===== src/rtl/hazard_pkg.sv =====
// Shared definitions for the pipeline hazard controller: forwarding selects,
// divide FSM state encoding and the divide counter width helper.
package hazard_pkg;

    localparam logic [1:0] FWD_RF = 2'b00;
    localparam logic [1:0] FWD_W  = 2'b01;
    localparam logic [1:0] FWD_M  = 2'b10;

    typedef enum logic [1:0] {
        IDLE = 2'd0,
        BUSY = 2'd1,
        DONE = 2'd2
    } div_state_t;

    // The counter is loaded with cycles-2, so it only has to hold values below cycles-1.
    function automatic int unsigned cnt_width(input int unsigned cycles);
        return (cycles <= 3) ? 1 : $clog2(cycles - 1);
    endfunction

endpackage


===== src/rtl/div_stall_fsm.sv =====
// Multi-cycle divide sequencer: freezes F/D/E for DIV_CYCLES cycles per divide,
// then pulses div_done for the single cycle in which E advances.
module div_stall_fsm
    import hazard_pkg::*;
#(
    parameter int unsigned DIV_CYCLES = 32
) (
    input  logic clk,
    input  logic reset,
    input  logic divE,
    output logic divstall,
    output logic div_busy,
    output logic div_done
);

    localparam int unsigned CW = cnt_width(DIV_CYCLES);
    localparam logic [CW-1:0] CNT_LOAD = CW'(DIV_CYCLES - 2);

    div_state_t    state, state_next;
    logic [CW-1:0] cnt, cnt_next;

    always_ff @(posedge clk) begin
        if (reset) begin
            state <= IDLE;
            cnt   <= '0;
        end else begin
            state <= state_next;
            cnt   <= cnt_next;
        end
    end

    // divE is still asserted in DONE; only IDLE may start a new divide.
    always_comb begin
        state_next = state;
        cnt_next   = cnt;
        unique case (state)
            IDLE: begin
                if (divE) begin
                    state_next = BUSY;
                    cnt_next   = CNT_LOAD;
                end
            end
            BUSY: begin
                if (cnt == '0) begin
                    state_next = DONE;
                end else begin
                    cnt_next = cnt - 1'b1;
                end
            end
            DONE:    state_next = IDLE;
            default: state_next = IDLE;
        endcase
    end

    always_comb begin
        divstall = (state == BUSY) || ((state == IDLE) && divE);
        div_busy = (state == BUSY);
        div_done = (state == DONE);
    end

endmodule


===== src/rtl/hazard_ctrl.sv =====
// Hazard and sequencing controller for the 5-stage pipeline: forwarding selects,
// load-use / branch / divide stalls and flushes. HAZARD_PERF_EN adds cycle counters.
module hazard_ctrl
    import hazard_pkg::*;
#(
    parameter int unsigned DIV_CYCLES = 32,
    parameter int unsigned REG_W      = 5
) (
    input  logic             clk,
    input  logic             reset,
    input  logic [REG_W-1:0] rsD,
    input  logic [REG_W-1:0] rtD,
    input  logic [REG_W-1:0] rsE,
    input  logic [REG_W-1:0] rtE,
    input  logic [REG_W-1:0] writeregE,
    input  logic [REG_W-1:0] writeregM,
    input  logic [REG_W-1:0] writeregW,
    input  logic             regwriteE,
    input  logic             regwriteM,
    input  logic             regwriteW,
    input  logic             memtoregE,
    input  logic             memtoregM,
    input  logic             branchD,
    input  logic             pcsrcD,
    input  logic             divE,
    output logic             stallF,
    output logic             stallD,
    output logic             stallE,
    output logic             flushD,
    output logic             flushE,
    output logic             flushM,
    output logic             forwardAD,
    output logic             forwardBD,
    output logic [1:0]       forwardAE,
    output logic [1:0]       forwardBE,
    output logic             div_busy,
    output logic             div_done,
    output logic [31:0]      stall_cycles,
    output logic [31:0]      flush_cycles
);

    logic divstall;
    logic lwstall;
    logic brstall;

    div_stall_fsm #(.DIV_CYCLES(DIV_CYCLES)) u_div_fsm (
        .clk      (clk),
        .reset    (reset),
        .divE     (divE),
        .divstall (divstall),
        .div_busy (div_busy),
        .div_done (div_done)
    );

    // M result takes priority over W; register 0 is never forwarded.
    always_comb begin
        forwardAE = FWD_RF;
        if ((rsE != '0) && regwriteM && (writeregM == rsE))      forwardAE = FWD_M;
        else if ((rsE != '0) && regwriteW && (writeregW == rsE)) forwardAE = FWD_W;

        forwardBE = FWD_RF;
        if ((rtE != '0) && regwriteM && (writeregM == rtE))      forwardBE = FWD_M;
        else if ((rtE != '0) && regwriteW && (writeregW == rtE)) forwardBE = FWD_W;

        forwardAD = (rsD != '0) && regwriteM && (writeregM == rsD);
        forwardBD = (rtD != '0) && regwriteM && (writeregM == rtD);
    end

    // A divide freezes E, so it must not also be flushed; M takes the bubble instead.
    always_comb begin
        lwstall = memtoregE && ((rtE == rsD) || (rtE == rtD));
        brstall = branchD &&
                  ((regwriteE && ((writeregE == rsD) || (writeregE == rtD))) ||
                   (memtoregM && ((writeregM == rsD) || (writeregM == rtD))));
        stallF  = lwstall || brstall || divstall;
        stallD  = stallF;
        stallE  = divstall;
        flushE  = (lwstall || brstall) && !divstall;
        flushM  = divstall;
        flushD  = pcsrcD && !stallD;
    end

`ifdef HAZARD_PERF_EN
    always_ff @(posedge clk) begin
        if (reset) begin
            stall_cycles <= '0;
            flush_cycles <= '0;
        end else begin
            if (stallF)           stall_cycles <= stall_cycles + 32'd1;
            if (flushE || flushD) flush_cycles <= flush_cycles + 32'd1;
        end
    end
`else
    assign stall_cycles = '0;
    assign flush_cycles = '0;
`endif

endmodule


===== config.mk =====
export PLATFORM = sky130hd
export DESIGN_NAME = hazard_ctrl
export DESIGN_NICKNAME = d
export VERILOG_FILES = /design/src/rtl/hazard_pkg.sv /design/src/rtl/div_stall_fsm.sv /design/src/rtl/hazard_ctrl.sv
export SDC_FILE = /design/constraint.sdc
export NUM_CORES = 1
export LEC_CHECK = 0
export ABC_AREA = 0
export BUFFER_PORTS_ARGS = -buffer_cell sky130_fd_sc_hd__buf_4
export CELL_PAD_IN_SITES_DETAIL_PLACEMENT = 1
export CELL_PAD_IN_SITES_GLOBAL_PLACEMENT = 1
export CORE_AREA = 5 5 81 83
export CTS_CLUSTER_SIZE = 24
export DETAILED_ROUTE_END_ITERATION = 16
export DIE_AREA = 0 0 86 88
export PLACE_DENSITY_LB_ADDON = 0.3
export SLEW_MARGIN = 10
export SYNTH_ARGS = -nofsm -noshare
export SYNTH_HDL_FRONTEND = slang
export SYNTH_HIERARCHICAL = 1
export SYNTH_SLANG_ARGS = --single-unit

===== constraint.sdc =====
create_clock -name clk -period 3.6 [get_ports clk]
set_input_delay 0.54 -clock clk [delete_from_list [all_inputs] [get_ports clk]]
set_output_delay 0.54 -clock clk [all_outputs]
set_load 0.02 [all_outputs]

==> reports/results.ini <==
[run_status]
status=completed

[clock_network]
cts_tree=done
cts_setup_buffers=0
cts_hold_buf=0
clk_latency_ns=0.23
cts_resized=0
cts_made_buffers=3
htreeDepth=1
cts-root-buf=clkbuf_8
path_clk_slew_ns=0.05
clockBufferDepth=2
clock_sinks=7

[placement]
placed_cells=327
place_congestion=0.7578
port_buffers=58
place_ws_ns=1.179
place_hpwl_um=3868

[die]
chipWidth_um=86
dieArea_um2=7568
core-area_um2=5781
io_pins=123
start_util_pct=27.49
die_h_um=88
rows=28

[critical_path]
critPathCaptureType=output pin
cp_max_fo=3
start_kind=input port
setup.worst_path.class=input port to output pin
critical_path_arrival_ns=1.87
worst_r2r_path_depth=5
required_ns=3.06

[cells_and_area]
layout.nets=303
drive_gt1_share_pct=28.91
fin_cells=331
syn_to_final_growth_pct=17.48
multi_input_comb_area_um2=1121
antennaDiodeCount=0
final_common_cell=conb_1
regArea_um2=140.1
fill_cells=739
final_cell_mix=64 x conb_1, 58 x buf_4, 33 x xnor2_1, 15 x xor2_1

[logic_synthesis]
syn_inst=203
seq_area_frac_synth_pct=8.819
synth_ff_type=dfxtp_1
syn_area_um2=1589
synthArstFlopShare_pct=0
synth_edf_count=0
synth_seq_cells=7
yosysUniqueCellTypes=44
yosysWarnings=6
syn_avg_cell_area_um2=7.828

[drt]
drtIter0Drc=44
vias=1355
drc_errors=0
wl_per_cell_um=13.57
firstDrtPassIters=4
vias_per_cell=4.094
drt_wl_total_um=4491
detail-route-antenna-nets=0

[sta]
fmax_ghz=0.4149
slew_viol_final=0
setup_violations=0
grt_setup_unrepaired=no
setup_tns_ns=0
finalCritPeriodShare_pct=66.95
final.setup.worst_slack_ns=1.190
skew_ns=0.006617
min_period_ns=2.410
hold_viol_final=0

[min_path]
hp-class=flip-flop to flip-flop
min_path_cells=1

[power_and_ir_drop]
vdd_drop_max_uv=252.1
clkPwrFrac_pct=22.8
leakagePower_nw=0.8633
p_int_uw=276.1
sw_frac_of_total_pct=44.85
switching_power_uw=224.5
power_density_nw_per_um2=268.2
power.share.sequential_pct=20.0
p_comb_share_pct=57.2
power_uw=500.6

[flow_run]
maxCapViolations=0

[grt]
track_usage_pct=11.01
grt_start_max_net_pins=9
grt_first_pass_wirelength_um=6706
grt_overflow=0
grt_pass1_vias=1352
antenna_found_initial=0

flip-flops by register name, indices dropped and copies added (netlist names):
register	flops
u_div_fsm/cnt	5
u_div_fsm/state	2
critical path, stage by stage:
cell and delay [ns]:
buf_4 0.12, or4_1 0.51, nor2_1 0.13, nor4_1 0.09
nor4_1 0.28, buf_4 0.19
kinds of logic (layout without fill, tap and decap cells):
family | Yosys count | after routing | synth area share, %
fa+ha+maj | 1 | 1 | 0.7873
flops | 7 | 7 | 8.819
other cells | 1 | 64 | 0.2360
buf+inv | 80 | 70 | 35.51
compound gates | 16 | 16 | 7.795
simple gates | 50 | 50 | 20.39
xor+xnor | 48 | 48 | 26.46
power by group through the flow:
stage                     Clock [mW]  Sequential (mW)  Combinational, mW
after floorplan                    0           0.0975              0.248
after global placement             0           0.0999              0.282
after detailed placement           0            0.101              0.286
after CTS                      0.119           0.0996              0.288
after global routing           0.123            0.101              0.312
final                          0.114            0.100              0.286
Yosys cell counts, types with 2 or more instances:
cell / n / area (µm²)
buf_6: 2 / 22.52
nor2b_1: 2 / 12.51
nand2_1: 6 / 22.52
and3_1: 3 / 18.77
nor4_1: 2 / 12.51
nor4_2: 2 / 25.02
xor2_1: 15 / 131.4
a211oi_1: 2 / 15.01
o21ai_0: 3 / 15.01
buf_4: 66 / 495.5
inv_1: 7 / 26.28
nand3_1: 2 / 10.01
a311oi_1: 2 / 17.52
nand4_1: 6 / 37.54
nor2_1: 7 / 26.28
clkbuf_1: 2 / 7.510
or4_1: 3 / 22.52
nor3_1: 6 / 30.03
xnor2_1: 33 / 289.0
dfxtp_1: 7 / 140.1
a21oi_1: 2 / 10.01
layout make-up:
class	instances	area share, %
flip-flops and latches	7	7.507
inverters	8	1.609
clock inverters	1	0.2681
multi-input cells	179	60.05
well taps	75	5.027
repair buffers	58	23.32
clock buffers	3	2.212
routing by layer:
| metal | wire length, µm | up-vias | track usage [%] |
|---|---|---|---|
| li1 | - | 656 | - |
| met1 | 1802 | 636 | 13.10 |
| met2 | 2316 | 61 | 20.53 |
| met3 | 363 | 2 | 2.070 |
| met4 | 9 | 0 | 2.158 |
| met5 | 0 | - | 0 |
path summary, 6_finish.rpt:
path / end / slack (ns) / from
worst max-delay path: forwardAE[0] / 1.19 / rsE[1]
worst min-delay path: u_div_fsm/state[1] / 0.51 / u_div_fsm/cnt[4]
worst max register to register: u_div_fsm/cnt[3] / 1.97 / u_div_fsm/cnt[0]
worst min register to register: u_div_fsm/state[1] / 0.51 / u_div_fsm/cnt[4]
per-stage QoR:
stage / instance area [µm²] / util (%) / hold slack (ns)
6_report: 1867 / 32.29 / 0.5054
4_1_cts: 1867 / 32.29 / 0.4948
3_3_place_gp: 1821 / 31.49 / 0.4854
3_5_place_dp: 1821 / 31.49 / 0.4919
5_1_grt: 1867 / 32.29 / 0.5076
2_1_floorplan: 1826 / - / 0.4461
(Power assumes the default switching activity.)
